$ cat src/rtl/and_serial_scheduler_pkg.sv
// ============================================================================
//  Module      : and_serial_scheduler_pkg
//  Description : Shared state encodings, requester IDs and counter sizing
//                for the bit-serial AND scheduler.
//  Revision    : 1.0 - initial release
// ============================================================================
`default_nettype none

package and_serial_scheduler_pkg;

    typedef enum logic [1:0] {
        ST_IDLE = 2'd0,
        ST_RUN  = 2'd1,
        ST_DONE = 2'd2
    } state_e;

    localparam logic ID_REQ0 = 1'b0;
    localparam logic ID_REQ1 = 1'b1;

    // Bit counter must hold WIDTH-1 and is never narrower than one bit.
    function automatic int cnt_width(input int width);
        return (width <= 1) ? 1 : $clog2(width);
    endfunction

endpackage

`default_nettype wire

$ cat src/rtl/and_bit_slice.sv
// ============================================================================
//  Module      : and_bit_slice
//  Description : Single-bit AND cell; the one shared datapath resource.
//  Revision    : 1.0 - initial release
// ============================================================================
`default_nettype none

module and_bit_slice (
    input  logic a,
    input  logic b,
    output logic out
);

    assign out = a & b;

endmodule

`default_nettype wire

$ cat src/rtl/and_serial_scheduler.sv
// ============================================================================
//  Module      : and_serial_scheduler
//  Description : Round-robin arbitration of two requesters onto one shared
//                AND bit-slice, processed LSB-first one bit per cycle.
//  Revision    : 1.0 - initial release
// ============================================================================
`default_nettype none

module and_serial_scheduler
    import and_serial_scheduler_pkg::*;
#(
    parameter int WIDTH = 8
) (
    input  logic             clk,
    input  logic             rst_n,
    input  logic             req0_valid,
    output logic             req0_ready,
    input  logic [WIDTH-1:0] req0_a,
    input  logic [WIDTH-1:0] req0_b,
    input  logic             req1_valid,
    output logic             req1_ready,
    input  logic [WIDTH-1:0] req1_a,
    input  logic [WIDTH-1:0] req1_b,
    output logic             rsp_valid,
    input  logic             rsp_ready,
    output logic             rsp_id,
    output logic [WIDTH-1:0] rsp_data,
    output logic             busy
);

    localparam int CNT_W = cnt_width(WIDTH);

    state_e             state_q,    state_d;
    logic               ptr_q,      ptr_d;
    logic               id_q,       id_d;
    logic [CNT_W-1:0]   cnt_q,      cnt_d;
    logic [WIDTH-1:0]   a_sh_q,     a_sh_d;
    logic [WIDTH-1:0]   b_sh_q,     b_sh_d;
    logic [WIDTH-1:0]   res_q,      res_d;
    logic [WIDTH-1:0]   rsp_data_q, rsp_data_d;
    logic               rsp_id_q,   rsp_id_d;

    logic               w_grant0;
    logic               w_grant1;
    logic               w_slice_out;

    and_bit_slice u_slice (
        .a   (a_sh_q[0]),
        .b   (b_sh_q[0]),
        .out (w_slice_out)
    );

    // Grants depend only on valids, state and the pointer - never on ready.
    assign w_grant0 = (state_q == ST_IDLE) && req0_valid
                      && (!req1_valid || (ptr_q == ID_REQ0));
    assign w_grant1 = (state_q == ST_IDLE) && req1_valid
                      && (!req0_valid || (ptr_q == ID_REQ1));

    assign req0_ready = w_grant0;
    assign req1_ready = w_grant1;
    assign rsp_valid  = (state_q == ST_DONE);
    assign rsp_id     = rsp_id_q;
    assign rsp_data   = rsp_data_q;
    assign busy       = (state_q != ST_IDLE);

    always_comb begin
        state_d    = state_q;
        ptr_d      = ptr_q;
        id_d       = id_q;
        cnt_d      = cnt_q;
        a_sh_d     = a_sh_q;
        b_sh_d     = b_sh_q;
        res_d      = res_q;
        rsp_data_d = rsp_data_q;
        rsp_id_d   = rsp_id_q;

        case (state_q)
            ST_IDLE: begin
                if (w_grant0 || w_grant1) begin
                    a_sh_d  = w_grant1 ? req1_a : req0_a;
                    b_sh_d  = w_grant1 ? req1_b : req0_b;
                    id_d    = w_grant1 ? ID_REQ1 : ID_REQ0;
                    cnt_d   = '0;
                    state_d = ST_RUN;
                end
            end
            ST_RUN: begin
                // New bit enters at the MSB so LSB-first results land in place.
                res_d  = (res_q >> 1) | (WIDTH'(w_slice_out) << (WIDTH - 1));
                a_sh_d = a_sh_q >> 1;
                b_sh_d = b_sh_q >> 1;
                cnt_d  = cnt_q + CNT_W'(1);
                if (cnt_q == CNT_W'(WIDTH - 1)) begin
                    rsp_data_d = res_d;
                    rsp_id_d   = id_q;
                    state_d    = ST_DONE;
                end
            end
            ST_DONE: begin
                if (rsp_ready) begin
                    ptr_d   = ~rsp_id_q;
                    state_d = ST_IDLE;
                end
            end
            default: state_d = ST_IDLE;
        endcase
    end

    always_ff @(posedge clk or negedge rst_n) begin
        if (!rst_n) begin
            state_q    <= ST_IDLE;
            ptr_q      <= ID_REQ0;
            id_q       <= ID_REQ0;
            cnt_q      <= '0;
            a_sh_q     <= '0;
            b_sh_q     <= '0;
            res_q      <= '0;
            rsp_data_q <= '0;
            rsp_id_q   <= ID_REQ0;
        end else begin
            state_q    <= state_d;
            ptr_q      <= ptr_d;
            id_q       <= id_d;
            cnt_q      <= cnt_d;
            a_sh_q     <= a_sh_d;
            b_sh_q     <= b_sh_d;
            res_q      <= res_d;
            rsp_data_q <= rsp_data_d;
            rsp_id_q   <= rsp_id_d;
        end
    end

endmodule

`default_nettype wire
$ cat config.mk
export PLATFORM = sky130hd
export DESIGN_NAME = and_serial_scheduler
export DESIGN_NICKNAME = d
export VERILOG_FILES = /design/src/rtl/and_serial_scheduler_pkg.sv /design/src/rtl/and_bit_slice.sv /design/src/rtl/and_serial_scheduler.sv
export SDC_FILE = /design/constraint.sdc
export NUM_CORES = 1
export LEC_CHECK = 0
export ABC_AREA = 1
export BUFFER_PORTS_ARGS = -buffer_cell sky130_fd_sc_hd__buf_4
export CAP_MARGIN = 10
export CORE_MARGIN = 1.5
export CORE_UTILIZATION = 33
export CTS_CLUSTER_DIAMETER = 200
export CTS_CLUSTER_SIZE = 16
export DETAILED_ROUTE_END_ITERATION = 10
export PLACE_DENSITY_LB_ADDON = 0.15
export SLEW_MARGIN = 5
export SYNTH_ARGS = -nofsm -noshare
export SYNTH_HDL_FRONTEND = slang
export SYNTH_SLANG_ARGS = --single-unit
$ cat constraint.sdc
create_clock -name clk -period 1.5 [get_ports clk]
set_input_delay 0.15 -clock clk [delete_from_list [all_inputs] [get_ports clk]]
set_output_delay 0.15 -clock clk [all_outputs]
set_load 0.01 [all_outputs]
==> Word-level counts from Yosys, hierarchy flattened <==
Index checks and enable logic that the tools add are counted.
Widths: inputs -> output; s select.
{ "classes": {"eq_ne": 6, "n_bitwise": 4, "n_reduce_logical": 17, "addsub": 1, "n_mux": 13} }
{ "ops": {"columns": ["operator", "n"], "rows": [
  ["$mux 8", 4],
  ["$pmux 8 s2", 2],
  ["$or 7x8->8", 1],
  ["$reduce_and 2->1", 4],
  ["$mux 2", 3],
  ["$pmux 2 s3", 1],
  ["$pmux 3 s2", 1],
  ["$logic_and 1x1->1", 4],
  ["$ne 2x1->1 const B", 2],
  ["$reduce_bool 2->1", 2],
  ["$add 3x1->3 const B", 1],
  ["$eq 3x3->1 const B", 1],
  ["$logic_or 1x1->1", 3],
  ["$mux 3", 1],
  ["$reduce_and 3->1", 1],
  ["$eq 2x1->1 const B", 1],
  ["$eq 2x2->1 const B", 1],
  ["$logic_not 1->1", 2],
  ["$logic_not 2->1", 1],
  ["$ne 2x2->1 const B", 1],
  ["$not 1->1", 2],
  ["$and 1x1->1", 1],
  ["$mux 1", 1]
]} }
{ "totals": {"wordCells": 50, "register_bits": 40, "in_bits": 37, "output_inout_bits": 13} }

==> Logic depth before layout (Yosys ltp) <==
Gate-level depths: netlist (run 1).
{ "logic_depth": {"ltp_word": 6, "depth_mapped": 9, "depth_no_buf": 8} }

==> Hierarchy <==
Synthesis (run 1) repeated with hierarchy kept, for this count alone.
{ "hier_totals": {"cells_unflattened": 261, "hier_area_um2": 2003.2} }
{ "modules_own_cells": {"columns": ["mod", "instances", "seq_area_each_um2", "cells_each", "area_each_um2"], "rows": [
  ["and_serial_scheduler", 1, 975.9, 259, 1995.7],
  ["and_bit_slice", 1, 0.0, 2, 7.5]
]} }

==> Worst setup path after synthesis (run 1) <==
No wires, ideal clock.
{ "synth_path": {"path_kind": "reg-to-reg", "from": "register cnt_q[0]", "to": "register rsp_data_q[0] (netlist: rsp_data[0])", "required_time_ns": 1.372, "arrival_ns": 1.216, "period_less_slack_ns": 1.344, "stages_incl_launch_ff": 5, "n_path_buf": 0, "path_slack_ns": 0.156, "setup_ns": 0.128, "path_cell_list": "dfrtp_1 > ha_1 > ha_1 > nand2_2 > mux2_1"} }
{ "synth_via": {"elab_chain_len": 2} }
{ "synth_lines": {"columns": ["item", "line", "rtl"], "rows": [
  ["from (decl)", "and_serial_scheduler.sv:36", "logic [CNT_W-1:0] cnt_q, cnt_d;"],
  ["from (signal assigned)", "and_serial_scheduler.sv:124", "cnt_q <= cnt_d;"],
  ["$eq 3x3->1", "and_serial_scheduler.sv:93", "if (cnt_q == CNT_W'(WIDTH - 1)) begin"],
  ["$reduce_and 2->1 (no source line)", null, null],
  ["to (signal assigned)", "and_serial_scheduler.sv:128", "rsp_data_q <= rsp_data_d;"],
  ["to (decl)", "and_serial_scheduler.sv:40", "logic [WIDTH-1:0] rsp_data_q, rsp_data_d;"]
]} }
Every way passes these cells.
A chain may end at the register's enable or synchronous reset.

==> Worst setup path in the final report (run 1) <==
{ "layout_path": {"from": "register state_q[0]", "to": "output rsp_valid"} }
{ "layout_via": {"elab_chain_len": 1} }
{ "layout_lines": {"columns": ["item", "line", "rtl"], "rows": [
  ["from (decl)", "and_serial_scheduler.sv:33", "state_e state_q, state_d;"],
  ["from (signal assigned)", "and_serial_scheduler.sv:121", "state_q <= state_d;"],
  ["$eq 2x2->1", "and_serial_scheduler.sv:61", "assign rsp_valid = (state_q == ST_DONE);"],
  ["to (decl)", "and_serial_scheduler.sv:24", "output logic rsp_valid,"]
]} }
Every way passes these cells.

==> results.json, run 1 <==
{
  "synth-compound-area-share_pct": 6.83,
  "max-cap-violations": 0,
  "ir_worst_vdd_mv": 0.664,
  "numClockSinks": 39,
  "final_min_period_over_clock_period_pct": 96.3,
  "post_route_drc_violation_count": 0,
  "synthDominantAreaCellType": "dfrtp_1",
  "floorplan.initialDensity_pct": 33.9,
  "postSynthNetCount": 298,
  "combinationalPowerShare_pct": 45.3,
  "rows": 28,
  "insertedDiodeCount": 0,
  "cp_data_arrival_time_ns": 1.29,
  "setup-violations-final": 0,
  "register_area_sq_um": 978,
  "num-nets-final": 366,
  "min_delay_path_depth": 2,
  "route.vias.total": 1791,
  "critical-path-top-delay-family": "buffers and inverters",
  "track_usage_pct": 15.4,
  "synth_simple_gate_area_share_pct": 31.0,
  "overflow": 0,
  "mostFrequentLayoutCell": "nand2_1",
  "worst-slew-pin-transition_ns": 0.505,
  "most_used_cell_cp": "buf_4",
  "critical_path.cell_chain": "buf_4 -> buf_4 -> nor2_1 -> buf_4",
  "synth_top_family_by_area": "simple AND/OR/NAND/NOR gates",
  "floorplan.die.height_microns": 80.8,
  "fin_worst_skew_ns": 0.00851,
  "floorplan.core_area_sq_um": 5890,
  "vias_per_cell": 4.44,
  "setup_total_negative_slack_ns": 0,
  "netlist.area_leader.share_pct": 48.9,
  "die_width_microns": 80.8,
  "die-area_sq_um": 6520,
  "run_status": "finished clean",
  "postLayoutSetupSlackWorst_ns": 0.0557,
  "muxShareOfSynthArea_pct": 1.13,
  "synth-seq-cells": 39,
  "pwr-share-clk_pct": 15.0,
  "cts.path.max_buffers": 2,
  "regToRegStartpoint": "state_q[1]$_DFFE_PN0P_",
  "timing_limited_maximum_frequency_ghz": 0.692,
  "mean_routed_wirelength_per_cell_microns": 11.5,
  "worstPathMaxFanout": 5,
  "path_buf_inv": 3,
  "timing.critical_path.slowest_cell_delay_ns": 0.44,
  "p_sw_share_pct": 38.5,
  "worst_skew_pair.late_latency_ns": 0.29,
  "p_leak_nw": 1.42,
  "p_total_mw": 4.47,
  "placement.setup.worst_slack_ns": 0.123,
  "reg2reg_to": "a_sh_q[5]$_DFFE_PN0P_",
  "drt_pre_antenna_iters": 4,
  "hold_viol_final": 0,
  "multi_input_area_sq_um": 820,
  "first_pass_grt_wire_length_microns": 7620,
  "dp.final_hpwl_microns": 3310,
  "timing.critical_path.required_ns": 1.35,
  "netlist_top_cells_area": "dfrtp_1, nand2_1, nand3_1",
  "post_synth_adder_cell_area_pct": 1.25,
  "num-fill-cells": 607,
  "count_of_unique_library_cells_instantiated_by_yosys": 20,
  "p_seq_share_pct": 39.7,
  "p_per_area_nw_per_um2": 1680,
  "worst_slew_margin_rel_pct": 66.3,
  "number_of_antenna_violations_at_the_first_check_in_global_routing": 0,
  "drt_iter0_markers": 110,
  "clock-root-buffer": "clkbuf_8",
  "synthesis.area_per_instance_sq_um": 7.71,
  "tritoncts.num_buffers": 5,
  "power_report.internal_total_mw": 2.75,
  "io-pin-count": 50,
  "routed_wirelength_microns": 4650,
  "grt_start_max_net_pins": 40,
  "sequential_to_total_area_share_from_yosys_stat_pct": 48.9,
  "final.hold.worst_slack_ns": 0.0499,
  "hold-path-endpoint": "state_q[1]$_DFFE_PN0P_",
  "critPathSlowestCell": "dfrtp_2",
  "grt_pass1_vias": 1647,
  "cts_tree": "yes",
  "hold_start": "rsp_ready",
  "layout-drive-gt1-share_pct": 29.0,
  "post_dp_cell_area_sq_um": 2460,
  "portBuffers": 49,
  "place.gp.congestion": 0.724,
  "synth.yosys.warnings": 0,
  "drtAntennaViolNets": 0,
  "critPathKind": "flip-flop to output pin",
  "reg2reg_depth": 8,
  "crit_path_end_kind": "output pin",
  "power.switching_mw": 1.72,
  "syn_inst": 259,
  "holdCritPathClass": "primary input to flip-flop",
  "timing.reg2reg.setup_slack_ns": 0.11,
  "cts-htree-levels": 2,
  "startpoint_type": "flip-flop",
  "synth-xor-area-share_pct": 0,
  "clk_pin_slew_worst_paths_ns": 0.07,
  "commonest_cells_after_routing_fill_and_taps_aside": "nand2_1, buf_4, dfrtp_1",
  "total_non_filler_cell_area_in_the_finished_layout_sq_um": 2660,
  "netlist_area_sq_um": 2000,
  "final.min_clock_period_ns": 1.44,
  "timing_max_transition_violations_final": 0,
  "flow.area_growth_from_synthesis_pct": 33.2
}
==> synthesized netlist by cell type (all sizes together) <==
master  number
buf         11
inv         33
nand4        1
mux2         2
o31ai        1
dfrtp       39
nor2        31
a21oi        8
clkinv       1
ha           2
o21ai       17
nand3       31
nand2       82
==> worst max-delay path by stage <==
stage	from	endpoint	depth (start not counted)
global route	state_q[0]$_DFFE_PN0P_	req0_ready	5
detailed placement	cnt_q[0]$_DFFE_PN0P_	rsp_data[6]$_DFFE_PN0P_	4
global placement	cnt_q[0]$_DFFE_PN0P_	rsp_data[6]$_DFFE_PN0P_	4
CTS	state_q[1]$_DFFE_PN0P_	req0_ready	5
floorplan	cnt_q[0]$_DFFE_PN0P_	rsp_data[0]$_DFFE_PN0P_	4
finish	state_q[0]$_DFFE_PN0P_	rsp_valid	4
==> cells by family (layout without fill, tap and decap cells) <==
kind of cell,count (synthesis),count (layout)
buffers and inverters,45,114
multiplexers,2,2
adder cells (fa/ha/maj),2,2
flip-flops,39,39
AO/OA/AOI/OAI,26,26
AND/OR/NAND/NOR,145,145
==> worst register-to-register path, cell delays in order, from the launching register on <==
cell and delay (ns):
dfrtp_2 0.43, buf_4 0.16, inv_2 0.08, nand4_2 0.10, nand2_2 0.13, buf_4 0.20, nor2_1 0.08, nand2_1 0.06
nand2_1 0.04
==> what timing repair did <==
| item | CTS | global route |
|---|---|---|
| pin swaps | 1 | 2 |
| hold endpoints to repair | 39 | 0 |
| setup endpoints to repair | 2 | 9 |
| hold buffers | 1 | 0 |
| resized for setup | 3 | 7 |
| setup buffers | 3 | 7 |
==> layout make-up <==
class | instances | area share (%)
flip-flops and latches | 39 | 36.8
multi-input cells | 175 | 30.8
repair buffers | 72 | 20.7
inverters | 34 | 5.04
well taps | 75 | 3.53
clock buffers | 7 | 2.87
clock inverters | 1 | 0.188
==> stage by stage <==
step | util, % | std cells
after floorplan | - | 259
after global placement | 41.8 | 384
final | 45.2 | 403
after CTS | 43.9 | 396
after global routing | 45.2 | 403
after detailed placement | 41.8 | 384
==> power by group through the flow <==
stage / registers (mW) / logic [mW] / clock network [mW]
final: 1.78 / 2.03 / 0.671
after global routing: 1.84 / 2.32 / 0.753
after CTS: 1.78 / 2.00 / 0.698
after detailed placement: 1.81 / 1.93 / 0
after global placement: 1.81 / 1.91 / 0
after floorplan: 1.78 / 1.31 / 0
==> sequential cells by signal (all words and copies together) (netlist names) <==
signal and cells:
res_q 7, rsp_data 8, id_q 1, a_sh_q 8, state_q 2, rsp_id 1
cnt_q 3, b_sh_q 8, ptr_q 1
==> metal layers <==
layer  vias to the layer above  part of all wire, %  track usage [%]
met5                         -                    0                0
met4                         0                  1.5             6.21
met3                         6                  3.1             3.26
met2                        30                   48             23.6
met1                       818                   48             21.2
li1                        937                    -                -
Note: power is estimated with default switching activity, not from simulation.
==> inputs of run 2 (changes only) <==
Settings changed: CORE_UTILIZATION 33 to 50.
==> results.json, run 2 (same netlist as run 1, synthesis figures left out) <==
{
  "setup-violations-final": 0,
  "grt_start_max_net_pins": 40,
  "timing_limited_maximum_frequency_ghz": 0.672,
  "mean_routed_wirelength_per_cell_microns": 12.9,
  "drtAntennaViolNets": 0,
  "rows": 22,
  "io-pin-count": 50,
  "vias_per_cell": 4.90,
  "ir_worst_vdd_mv": 1.04,
  "cp_data_arrival_time_ns": 1.34,
  "timing.critical_path.slowest_cell_delay_ns": 0.45,
  "hold_viol_final": 0,
  "run_status": "finished clean",
  "max-cap-violations": 0,
  "tritoncts.num_buffers": 5,
  "commonest_cells_after_routing_fill_and_taps_aside": "nand2_1, buf_4, dfrtp_1",
  "timing_max_transition_violations_final": 0,
  "post_dp_cell_area_sq_um": 2440,
  "layout-drive-gt1-share_pct": 31.2,
  "worstPathMaxFanout": 5,
  "flow.area_growth_from_synthesis_pct": 36.6,
  "floorplan.core_area_sq_um": 3740,
  "timing.critical_path.required_ns": 1.35,
  "grt.met2_usage_pct": 35.6,
  "startpoint_type": "flip-flop",
  "numClockSinks": 39,
  "worst_skew_pair.late_latency_ns": 0.29,
  "drt_iter0_markers": 119,
  "overflow": 0,
  "die_width_microns": 66.2,
  "final_min_period_over_clock_period_pct": 99.2,
  "gr-max-usage-layer": "met2",
  "critPathKind": "flip-flop to output pin",
  "worst-slew-pin-transition_ns": 0.481,
  "final.min_clock_period_ns": 1.49,
  "route.vias.total": 1888,
  "holdCritPathClass": "primary input to flip-flop",
  "num-nets-final": 377,
  "met3_usage_pct": 4.09,
  "p_per_area_nw_per_um2": 1720,
  "drt_pre_antenna_iters": 6,
  "portBuffers": 49,
  "cts.path.max_buffers": 2,
  "worst_slew_margin_rel_pct": 68.0,
  "routed_wirelength_microns": 4970,
  "place.gp.congestion": 0.788,
  "post_route_drc_violation_count": 0,
  "total_non_filler_cell_area_in_the_finished_layout_sq_um": 2730,
  "critical_path.cell_chain": "nor2_4 -> buf_12 -> buf_6 -> inv_1 -> buf_4",
  "setup_total_negative_slack_ns": 0,
  "grt.met1_usage_pct": 30.8,
  "fin_worst_skew_ns": 0.00540,
  "track_usage_pct": 22.6,
  "clock-root-buffer": "clkbuf_8",
  "insertedDiodeCount": 0,
  "floorplan.die.height_microns": 66.2,
  "mostFrequentLayoutCell": "nand2_1",
  "floorplan.initialDensity_pct": 53.3,
  "multi_input_area_sq_um": 831,
  "crit_path_end_kind": "output pin",
  "cts_tree": "yes",
  "cts-htree-levels": 2,
  "first_pass_grt_wire_length_microns": 7500,
  "grt_pass1_vias": 1716,
  "finalCoreUtilization_pct": 72.8,
  "register_area_sq_um": 978,
  "number_of_antenna_violations_at_the_first_check_in_global_routing": 0,
  "num-fill-cells": 317,
  "critPathSlowestCell": "dfrtp_2",
  "dp.final_hpwl_microns": 3220,
  "clk_pin_slew_worst_paths_ns": 0.07,
  "p_leak_nw": 1.48,
  "die-area_sq_um": 4380
}
## run 2: changes by cell type in the layout (fill, tap and decap cells not counted)
cell / delta
buf_4: +8
clkinv_2: -1
clkbuf_1: -1
buf_12: +2
nand2_4: +1
## run 2: worst max-delay path, delay by kind of cell, from the launching register on
kind                   cells  cell delay [ns]
DFF                        1             0.45
buffers and inverters      4             0.43
and+or+nand+nor            1             0.18
## run 2: metal layers
layer  up-vias  wire length, microns
li1        964                     -
met1       870                  2250
met2        45                  2460
met3         9                   192
met4         0                    73
met5         -                     0
## run 2: layout make-up
class                      instances  share of cell area, %
sequential                        39                   35.9
multi-input combinational        176                   30.5
timing repair buffer              82                   23.9
inverter                          34                   4.91
clock buffer                       6                   2.66
tap                               48                   2.20
## run 2: timing repair
item	in CTS	in global routing
gates resized for setup	4	6
buffers inserted	5	15
hold buffers	1	0
endpoints found under the hold margin	39	0
gates cloned	0	1
endpoints found under the setup margin	3	6
pin swaps	1	1
## run 2: path summary, 6_finish.rpt
check	cells past startpoint	from	slack (ns)	end
max in group asynchronous	2	rst_n	0.77	state_q[1]$_DFFE_PN0P_
worst max-delay path	5	state_q[0]$_DFFE_PN0P_	0.01	busy
min in group asynchronous	2	rst_n	0.37	res_q[3]$_DFFE_PN0P_
worst min register to register	2	cnt_q[1]$_DFFE_PN0P_	0.48	cnt_q[1]$_DFFE_PN0P_
worst max register to register	9	state_q[0]$_DFFE_PN0P_	0.08	b_sh_q[1]$_DFFE_PN0P_
worst min-delay path	2	rsp_ready	0.05	state_q[1]$_DFFE_PN0P_
## run 2: metrics by stage
| step | setup slack (ns) | hold slack, ns | std cells | total power, mW |
|---|---|---|---|---|
| 2_1_floorplan | 0.156 | -0.146 | 259 | 3.09 |
| 4_1_cts | 0.00600 | 0.0477 | 369 | 4.51 |
| 3_5_place_dp | 0.112 | 0.144 | 357 | 3.80 |
| 6_report | 0.0127 | 0.0493 | 385 | 4.69 |
| 3_3_place_gp | 0.141 | 0.151 | 357 | 3.74 |
| 5_1_grt | -0.0254 | 0.0613 | 385 | 5.09 |
## run 2: power breakdown
| group | internal, mW | total (mW) | switching [mW] |
|---|---|---|---|
| logic | 1.05 | 2.26 | 1.21 |
| registers | 1.53 | 1.80 | 0.269 |
| clock network | 0.309 | 0.634 | 0.325 |
==> inputs of run 3 (changes only) <==
Settings changed: CORE_UTILIZATION 50 to 52, PLACE_DENSITY set to 0.75, PLACE_DENSITY_LB_ADDON 0.15 to not set.
==> results.json, run 3 (same netlist as run 1, synthesis figures left out) <==
{
  "postLayoutSetupSlackWorst_ns": 0.0638,
  "worst-slew-pin-transition_ns": 0.492,
  "drt_pre_antenna_iters": 4,
  "placement.setup.worst_slack_ns": 0.0956,
  "cts_tree": "yes",
  "run_status": "finished clean",
  "place.gp.congestion": 0.772,
  "cp_data_arrival_time_ns": 1.29,
  "holdCritPathClass": "primary input to flip-flop",
  "max-cap-violations": 0,
  "cts-htree-levels": 2,
  "route.vias.total": 1816,
  "final.min_clock_period_ns": 1.44,
  "timing_limited_maximum_frequency_ghz": 0.696,
  "grt.met2_usage_pct": 34.4,
  "rows": 22,
  "final.hold.worst_slack_ns": 0.0344,
  "worstPathMaxFanout": 10,
  "drt_iter0_markers": 164,
  "timing.reg2reg.setup_slack_ns": 0.07,
  "floorplan.die.height_microns": 65.0,
  "grt_pass1_vias": 1595,
  "flow.area_growth_from_synthesis_pct": 30.7,
  "critPathKind": "flip-flop to output pin",
  "grt.met1_usage_pct": 30.7,
  "num-nets-final": 364,
  "timing.critical_path.required_ns": 1.35,
  "overflow": 0,
  "mostFrequentLayoutCell": "nand2_1",
  "startpoint_type": "flip-flop",
  "clk_pin_slew_worst_paths_ns": 0.08,
  "mean_routed_wirelength_per_cell_microns": 12.1,
  "ir_worst_vdd_mv": 0.982,
  "setup-violations-final": 0,
  "multi_input_area_sq_um": 815,
  "first_pass_grt_wire_length_microns": 7140,
  "grt_setup_unrepaired": "true",
  "post_route_drc_violation_count": 0,
  "p_total_mw": 4.53,
  "grt_start_max_net_pins": 40,
  "floorplan.core_area_sq_um": 3660,
  "worst_skew_pair.late_latency_ns": 0.30,
  "fin_worst_skew_ns": 0.00837,
  "track_usage_pct": 22.0,
  "commonest_cells_after_routing_fill_and_taps_aside": "nand2_1, buf_4, dfrtp_1",
  "clock-root-buffer": "clkbuf_8",
  "number_of_antenna_violations_at_the_first_check_in_global_routing": 0,
  "drtAntennaViolNets": 0,
  "gr-max-usage-layer": "met2",
  "p_per_area_nw_per_um2": 1740,
  "numClockSinks": 39,
  "tritoncts.num_buffers": 5,
  "final_min_period_over_clock_period_pct": 95.7,
  "insertedDiodeCount": 0,
  "io-pin-count": 50,
  "die-area_sq_um": 4220,
  "floorplan.initialDensity_pct": 54.5,
  "dp.final_hpwl_microns": 2950,
  "cts.path.max_buffers": 2,
  "die_width_microns": 65.0,
  "portBuffers": 49,
  "vias_per_cell": 4.86,
  "crit_path_end_kind": "output pin",
  "layout-drive-gt1-share_pct": 27.9,
  "p_leak_nw": 1.42,
  "timing_max_transition_violations_final": 0,
  "routed_wirelength_microns": 4510,
  "num-fill-cells": 319,
  "register_area_sq_um": 978,
  "worst_slew_margin_rel_pct": 67.2,
  "hold_viol_final": 0,
  "met3_usage_pct": 4.17
}
## run 3: cell types whose count changed in the layout (fill, tap and decap cells not counted), moves of 2 or more
cell	delta
buf_4	-10
buf_6	-2
inv_2	-2
inv_1	+2
buf_12	-2
## run 3: what timing repair did
item / 4_1_cts / 5_1_grt
buffers inserted: 0 / 11
gates cloned: 0 / 0
gates resized for setup: 2 / 4
endpoints found under the hold margin: 39 / 0
pin swaps: 0 / 3
hold buffers: 1 / 0
setup endpoints to repair: 2 / 4
## run 3: metrics by stage
| stage | util (%) | cell area [sq um] | instances | TNS (ns) |
|---|---|---|---|---|
| after floorplan | - | 2000 | 259 | 0 |
| after global placement | 65.7 | 2400 | 354 | 0 |
| after detailed placement | 65.7 | 2400 | 354 | 0 |
| after CTS | 68.5 | 2510 | 363 | 0 |
| after global routing | 71.2 | 2610 | 374 | -0.0239 |
| final | 71.2 | 2610 | 374 | 0 |
## run 3: cell type report
| cell class | instances | share of cell area [%] |
|---|---|---|
| Tap cell | 48 | 2.30 |
| Timing Repair Buffer | 70 | 20.5 |
| Clock buffer | 5 | 2.64 |
| Sequential cell | 39 | 37.5 |
| Clock inverter | 3 | 0.768 |
| Inverter | 34 | 4.99 |
| Multi-Input combinational cell | 175 | 31.2 |
## run 3: critical path: stages (launching register included)
cell and delay [ns]:
dfrtp_2 0.46, nor2_4 0.19, buf_8 0.16, inv_1 0.04, buf_4 0.13
## run 3: power by group
group	switching [mW]	internal [mW]	total (mW)
Clock	0.388	0.323	0.711
Combinational	1.13	0.897	2.03
Sequential	0.270	1.52	1.79
Total	1.79	2.74	4.53
## run 3: metal layers
metal	vias to the layer above	share of wire, %
li1	933	-
met2	38	47
met3	7	3.5
met5	-	0
met4	0	1.2
met1	838	49
## run 3: worst paths after layout
path / startpoint / to / cells after the start
worst max-delay path: state_q[0]$_DFFE_PN0P_ / busy / 4
worst min-delay path: rsp_ready / state_q[1]$_DFFE_PN0P_ / 2
worst max register to register: state_q[1]$_DFFE_PN0P_ / b_sh_q[7]$_DFFE_PN0P_ / 7
worst min register to register: a_sh_q[1]$_DFFE_PN0P_ / a_sh_q[1]$_DFFE_PN0P_ / 2
max in group asynchronous: rst_n / state_q[1]$_DFFE_PN0P_ / 2
min in group asynchronous: rst_n / rsp_data[4]$_DFFE_PN0P_ / 2
